**src/rtl/aes_ksa_pkg.sv**
```systemverilog
// Shared definitions for the AES key-schedule readers: key-length encodings,
// round counts, expanded-key sizes, memory latency and reader FSM states.
package aes_ksa_pkg;

  localparam logic [1:0] LEN_128     = 2'b00;
  localparam logic [1:0] LEN_128_ALT = 2'b01;
  localparam logic [1:0] LEN_192     = 2'b10;
  localparam logic [1:0] LEN_256     = 2'b11;

  localparam int MEM_RD_LAT = 1;

  typedef enum logic [2:0] {
    ST_IDLE,
    ST_READY,
    ST_FETCH,
    ST_WAIT,
    ST_DELIVER
  } state_t;

  function automatic logic [3:0] nr_of(input logic [1:0] len);
    case (len)
      LEN_192: nr_of = 4'd12;
      LEN_256: nr_of = 4'd14;
      default: nr_of = 4'd10;
    endcase
  endfunction

  function automatic logic [5:0] words_of(input logic [1:0] len);
    case (len)
      LEN_192: words_of = 6'd52;
      LEN_256: words_of = 6'd60;
      default: words_of = 6'd44;
    endcase
  endfunction

endpackage

```
**src/rtl/aes_rk_addr_gen.sv**
```systemverilog
// Round index keeper: latches key length and direction at session start,
// steps r toward the final round and forms word address 4r+k.
module aes_rk_addr_gen
  import aes_ksa_pkg::*;
(
  input  logic       clk,
  input  logic       rst,
  input  logic       load,
  input  logic [1:0] length,
  input  logic       decrypt,
  input  logic       step,
  input  logic       use_nxt,
  input  logic [1:0] k,
  output logic [3:0] r,
  output logic [5:0] addr,
  output logic       last
);

  logic [1:0] len_q;
  logic       dec_q;
  logic [3:0] r_nxt;

  always_comb begin
    last  = dec_q ? (r == 4'd0) : (r == nr_of(len_q));
    r_nxt = dec_q ? r - 4'd1 : r + 4'd1;
    // use_nxt lets the FSM prefetch the following round straight from DELIVER
    addr  = {(use_nxt ? r_nxt : r), k};
  end

  always_ff @(posedge clk) begin
    if (!rst) begin
      len_q <= LEN_128;
      dec_q <= 1'b0;
      r     <= 4'd0;
    end else if (load) begin
      len_q <= length;
      dec_q <= decrypt;
      r     <= decrypt ? nr_of(length) : 4'd0;
    end else if (step && !last) begin
      r <= r_nxt;
    end
  end

endmodule

```
**src/rtl/aes_round_key_reader.sv**
```systemverilog
// Reads 128-bit round keys out of the expanded-key word memory, one per req
// (or back-to-back when AES_RK_AUTO_EN is defined), in encrypt or decrypt order.
module aes_round_key_reader
  import aes_ksa_pkg::*;
(
  input  logic         clk,
  input  logic         rst,
  input  logic [1:0]   length,
  input  logic         keydone,
  input  logic         start,
  input  logic         decrypt,
  input  logic         req,
  output logic [5:0]   mem_addr,
  output logic         mem_rd_en,
  input  logic [31:0]  mem_rdata,
  output logic [127:0] round_key,
  output logic         rk_valid,
  output logic [3:0]   rk_round,
  output logic         last_round,
  output logic         busy,
  output logic         err
);

`ifdef AES_RK_AUTO_EN
  localparam bit AUTO = 1'b1;
`else
  localparam bit AUTO = 1'b0;
`endif

  state_t     state;
  logic       cap_vld;
  logic [1:0] cap_idx;
  logic [1:0] k_sel;
  logic       use_nxt, load, step;
  logic [3:0] r;
  logic [5:0] addr;
  logic       last;

  always_comb begin
    k_sel   = (state == ST_FETCH) ? mem_addr[1:0] + 2'd1 : 2'd0;
    use_nxt = (state == ST_DELIVER);
    load    = (state == ST_IDLE) && start && keydone;
    step    = (state == ST_DELIVER) && keydone;
  end

  aes_rk_addr_gen u_addr (
    .clk     (clk),
    .rst     (rst),
    .load    (load),
    .length  (length),
    .decrypt (decrypt),
    .step    (step),
    .use_nxt (use_nxt),
    .k       (k_sel),
    .r       (r),
    .addr    (addr),
    .last    (last)
  );

  always_ff @(posedge clk) begin
    if (!rst) begin
      state      <= ST_IDLE;
      mem_addr   <= 6'd0;
      mem_rd_en  <= 1'b0;
      round_key  <= '0;
      rk_valid   <= 1'b0;
      rk_round   <= 4'd0;
      last_round <= 1'b0;
      busy       <= 1'b0;
      err        <= 1'b0;
      cap_vld    <= 1'b0;
      cap_idx    <= 2'd0;
    end else begin
      rk_valid   <= 1'b0;
      last_round <= 1'b0;
      mem_rd_en  <= 1'b0;
      err        <= 1'b0;
      // read data arrives one cycle after its address; low address bits pick the slice
      cap_vld    <= mem_rd_en;
      cap_idx    <= mem_addr[1:0];
      if (cap_vld && (state == ST_FETCH || state == ST_WAIT)) begin
        case (cap_idx)
          2'd0: round_key[127:96] <= mem_rdata;
          2'd1: round_key[95:64]  <= mem_rdata;
          2'd2: round_key[63:32]  <= mem_rdata;
          default: round_key[31:0] <= mem_rdata;
        endcase
      end

      if (state != ST_IDLE && start) err <= 1'b1;
      if (!AUTO && req && (state == ST_FETCH || state == ST_WAIT || state == ST_DELIVER))
        err <= 1'b1;

      if (state != ST_IDLE && !keydone) begin
        state <= ST_IDLE;
        busy  <= 1'b0;
        err   <= 1'b1;
      end else begin
        case (state)
          ST_IDLE: begin
            if (start) begin
              if (keydone) begin
                state <= ST_READY;
                busy  <= 1'b1;
              end else begin
                err <= 1'b1;
              end
            end
          end
          ST_READY: begin
            if (req) begin
              state     <= ST_FETCH;
              mem_addr  <= addr;
              mem_rd_en <= 1'b1;
            end
          end
          ST_FETCH: begin
            if (mem_addr[1:0] == 2'd3) begin
              state <= ST_WAIT;
            end else begin
              mem_addr  <= addr;
              mem_rd_en <= 1'b1;
            end
          end
          ST_WAIT: begin
            state      <= ST_DELIVER;
            rk_valid   <= 1'b1;
            rk_round   <= r;
            last_round <= last;
          end
          ST_DELIVER: begin
            if (last) begin
              state <= ST_IDLE;
              busy  <= 1'b0;
            end else if (AUTO) begin
              state     <= ST_FETCH;
              mem_addr  <= addr;
              mem_rd_en <= 1'b1;
            end else begin
              state <= ST_READY;
            end
          end
          default: state <= ST_IDLE;
        endcase
      end
    end
  end

endmodule

```
**config.mk**
```make
export PLATFORM = sky130hd
export DESIGN_NAME = aes_round_key_reader
export DESIGN_NICKNAME = d
export VERILOG_FILES = /design/src/rtl/aes_ksa_pkg.sv /design/src/rtl/aes_rk_addr_gen.sv /design/src/rtl/aes_round_key_reader.sv
export SDC_FILE = /design/constraint.sdc
export NUM_CORES = 1
export LEC_CHECK = 0
export ABC_AREA = 0
export ABC_CLOCK_PERIOD_IN_PS = 2000
export BUFFER_PORTS_ARGS = -buffer_cell sky130_fd_sc_hd__buf_2
export CAP_MARGIN = 20
export CORE_MARGIN = 4
export CORE_UTILIZATION = 51
export DETAILED_ROUTE_END_ITERATION = 8
export GPL_TIMING_DRIVEN = 0
export PLACE_DENSITY = 0.88
export SLEW_MARGIN = 0
export SYNTH_ARGS = -nofsm -noshare
export SYNTH_HDL_FRONTEND = slang
export SYNTH_HIERARCHICAL = 1
export SYNTH_SLANG_ARGS = --single-unit
```
**constraint.sdc**
```tcl
create_clock -name clk -period 2 [get_ports clk]
set_input_delay 0.1 -clock clk [delete_from_list [all_inputs] [get_ports clk]]
set_output_delay 0.1 -clock clk [all_outputs]
set_load 0.02 [all_outputs]
```
==> flow_summary_export.csv <==
group,metric,value,unit
sta,finalCritPeriodShare,90.9,%
sta,setup-tns-final,0,ns
pwr,seq_power_share,46.4,%
route,vias,5043,
critical_path,crit_path_max_incr_delay,0.33,ns
place,place.gp.congestion,0.890,
global_route,grt_pass1_wl,25700,um
route,dr.pass1.iters,5,
sta,rsz0062_at_grt,"false",
cts,cts.sinks,156,
route,postRouteAntennaNets,0,
route,viasPerCell,5.18,
route,drc_errors,0,
route,drt_wl_total,16200,um
logic_synthesis,synth_compound_gate_area_share,3.37,%
cells_and_area,area_delta_synth_final,29.0,%
critical_path,slowest_stage,"dfxtp_1",
cells_and_area,final_cells,973,
place,dpl.hpwl,11700,um
logic_synthesis,muxShareOfSynthArea,23.6,%
sta,slew_headroom,59.3,%
sta,worstMarginPinSlew,0.611,ns
sta,setup_viol_count_final,0,
logic_synthesis,synthAdderAreaFrac,0.939,%
logic_synthesis,synth_xor_area_share,1.14,%
cells_and_area,fin_util,68.3,%
global_route,track_usage,23.2,%
critical_path,endpoint_kind,"flop",
pwr,combPwrFrac,5.0,%
cells_and_area,fillers,904,
logic_synthesis,avgSynthCellArea,10.0,um2
route,drt_iter0_drc,365,
critical_path,cp.required,2.34,ns
sta,finClkSkew,0.00806,ns
logic_synthesis,netlist_instances,611,
flow_run,cap_violations,0,
logic_synthesis,synth_top_family_by_area,"multiplexers",
sta,slew_violations,0,
cts,numCtsBuffers,17,
die,rows,39,
critical_path,critical_path_class,"reg2reg",
logic_synthesis,synth_top_area_share,51.0,%
logic_synthesis,synth_area,0.00613,mm2
cts,insertion_delay,0.42,ns
die,coreArea,0.0116,mm2
pwr,irDropWorstVdd,598,uV
pwr,leakagePower,3.97,nW
critical_path,cp.arrival,2.15,ns
sta,timing_hold_violations_final,0,
route,wl_per_cell,16.7,um
cells_and_area,n_antenna_cell,0,
pwr,sw_frac_of_total,21.6,%
logic_synthesis,yosysMostFrequentCell,"nand2_1",
logic_synthesis,ys.flop_type,"dfxtp_1",
logic_synthesis,async_flop_share,0,%
pwr,intPower,5.31,mW
sta,max_freq,550,MHz
place,place_inst,935,
min_path,min_path_type,"in2reg",
global_route,antenna_found_initial,0,
die,dieHeight,118,um
logic_synthesis,synth_seq_cells,156,
cells_and_area,fin_nets,862,
cts,cts_tree,"yes",
place,io_buffers,181,
die,floorplan.die_area,0.0138,mm2
logic_synthesis,synthTopCellsByArea,"dfxtp_1 51%, mux2i_1 23%, nand2_1 11%, buf_6 1.3%, buf_4 1.1%",
die,start_util,53.0,%
critical_path,start_kind,"flop",
logic_synthesis,synth-simple-area-share,15.1,%
logic_synthesis,synth_cell_type_count,47,
global_route,grt_pass1_vias,5050,
cells_and_area,drive_above_1_share,30.0,%
status,status,"complete, no violations",
die,die_w,118,um
logic_synthesis,yosys.area.top_type,"dfxtp_1",
pwr,power_density,857,mW/mm2
logic_synthesis,synth.top_cells.by_count,"180 x nand2_1, 156 x dfxtp_1, 142 x mux2i_1",
logic_synthesis,ys_seq_area_share,51.0,%
cts,cts-root-buf,"clkbuf_16",
global_route,grt_remaining_overflow,0,
pwr,clkPwrFrac,48.6,%
critical_path,path_cells,"buf_4 -> nor3_2 -> and3_1 -> clkbuf_1 -> inv_1 -> and4_1 -> nor3_1",
logic_synthesis,ys_warn_count,6,
place,placed_area,0.00721,mm2
logic_synthesis,synth-edff-count,0,
critical_path,worst-path-max-fanout,10,
cts,path_clk_slew,0.06,ns
logic_synthesis,syn_nets,655,
cts,clockBufferDepth,2,
die,pin_count,183,
cells_and_area,design_area,0.00790,mm2
global_route,grt_max_degree,17,
cts,h-tree-depth,4,
pwr,power.switching,1.46,mW
sta,period_minus_slack,1.82,ns
==> stage by stage <==
| stage | hold slack [ns] | setup slack (ns) | total power, mW |
|---|---|---|---|
| 3_5_place_dp | 0.387 | 0.132 | 3.53 |
| 2_1_floorplan | 0.216 | 0.382 | 3.41 |
| 6_report | 0.00735 | 0.182 | 6.77 |
| 5_1_grt | 0.0240 | 0.0730 | 6.99 |
| 4_1_cts | 0.00230 | 0.107 | 6.82 |
| 3_3_place_gp | 0.379 | 0.138 | 3.53 |
==> registers in the layout (all words and copies together), names as in the netlist <==
name          flops
cap_vld           1
last_round        1
u_addr/len_q      2
mem_rd_en         1
err               1
mem_addr          6
state             3
cap_idx           2
round_key       128
rk_round          4
busy              1
u_addr/dec_q      1
u_addr/r          4
rk_valid          1
==> cell families (layout without fill, tap and decap cells) <==
family / after synthesis / after routing
xor+xnor: 8 / 8
simple gates: 219 / 219
flops: 156 / 156
buf+inv: 53 / 272
fa+ha+maj: 4 / 4
compound gates: 27 / 27
mux: 144 / 144
==> power by group through the flow <==
stage	registers (mW)	clock network (mW)	logic, mW
3_3_place_gp	3.21	0	0.318
6_report	3.15	3.29	0.336
5_1_grt	3.15	3.47	0.371
3_5_place_dp	3.21	0	0.320
4_1_cts	3.14	3.34	0.335
2_1_floorplan	3.21	0	0.198
==> worst paths after layout <==
| path | startpoint | endpoint | slack [ns] | cells past startpoint |
|---|---|---|---|---|
| worst max-delay path | state[1] | u_addr/r[3] | 0.18 | 7 |
| worst min-delay path | mem_rdata[24] | round_key[56] | 0.007 | 3 |
| worst min register to register | round_key[110] | round_key[110] | 0.45 | 2 |
| worst max register to register | state[1] | u_addr/r[3] | 0.18 | 7 |
==> area by class of cell <==
cell class | instances | area, um2 | share of cell area (%)
Clock buffer | 22 | 474 | 6.00
Inverter | 11 | 41.3 | 0.523
Tap cell | 143 | 179 | 2.26
Buffer | 42 | 254 | 3.21
Sequential cell | 156 | 3130 | 39.6
Timing Repair Buffer | 188 | 976 | 12.4
Clock inverter | 9 | 138 | 1.74
Multi-Input combinational cell | 402 | 2710 | 34.3
==> cell usage in the layout (no fill, tap or decap), drive strengths merged, types with 5 or more instances in the layout <==
master	n
buf	206
clkbuf	39
clkinv	5
dfxtp	156
dlygate4sd3	7
inv	11
mux2i	142
nand2	180
nor2	12
o21ai	8
xnor2	6
==> layer usage <==
layer / up-vias / share of wire [%] / global-route usage (%)
li1: 2450 / - / -
met1: 2360 / 42 / 27.2
met2: 188 / 49 / 38.7
met3: 45 / 5.9 / 6.30
met4: 0 / 3.3 / 12.1
met5: - / 0 / 0
==> worst max-delay path, delay by kind of cell (launching register included) <==
family / cells / cell delay, ns
buffers and inverters: 3 / 0.67
DFF: 1 / 0.33
and+or+nand+nor: 4 / 0.74
==> what timing repair did <==
item	4_1_cts	5_1_grt
endpoints found under the hold margin	11	0
setup endpoints to repair	0	2
hold buffers	7	0
setup buffers	0	0
gates resized for setup	0	3
(Power assumes the default switching activity.)
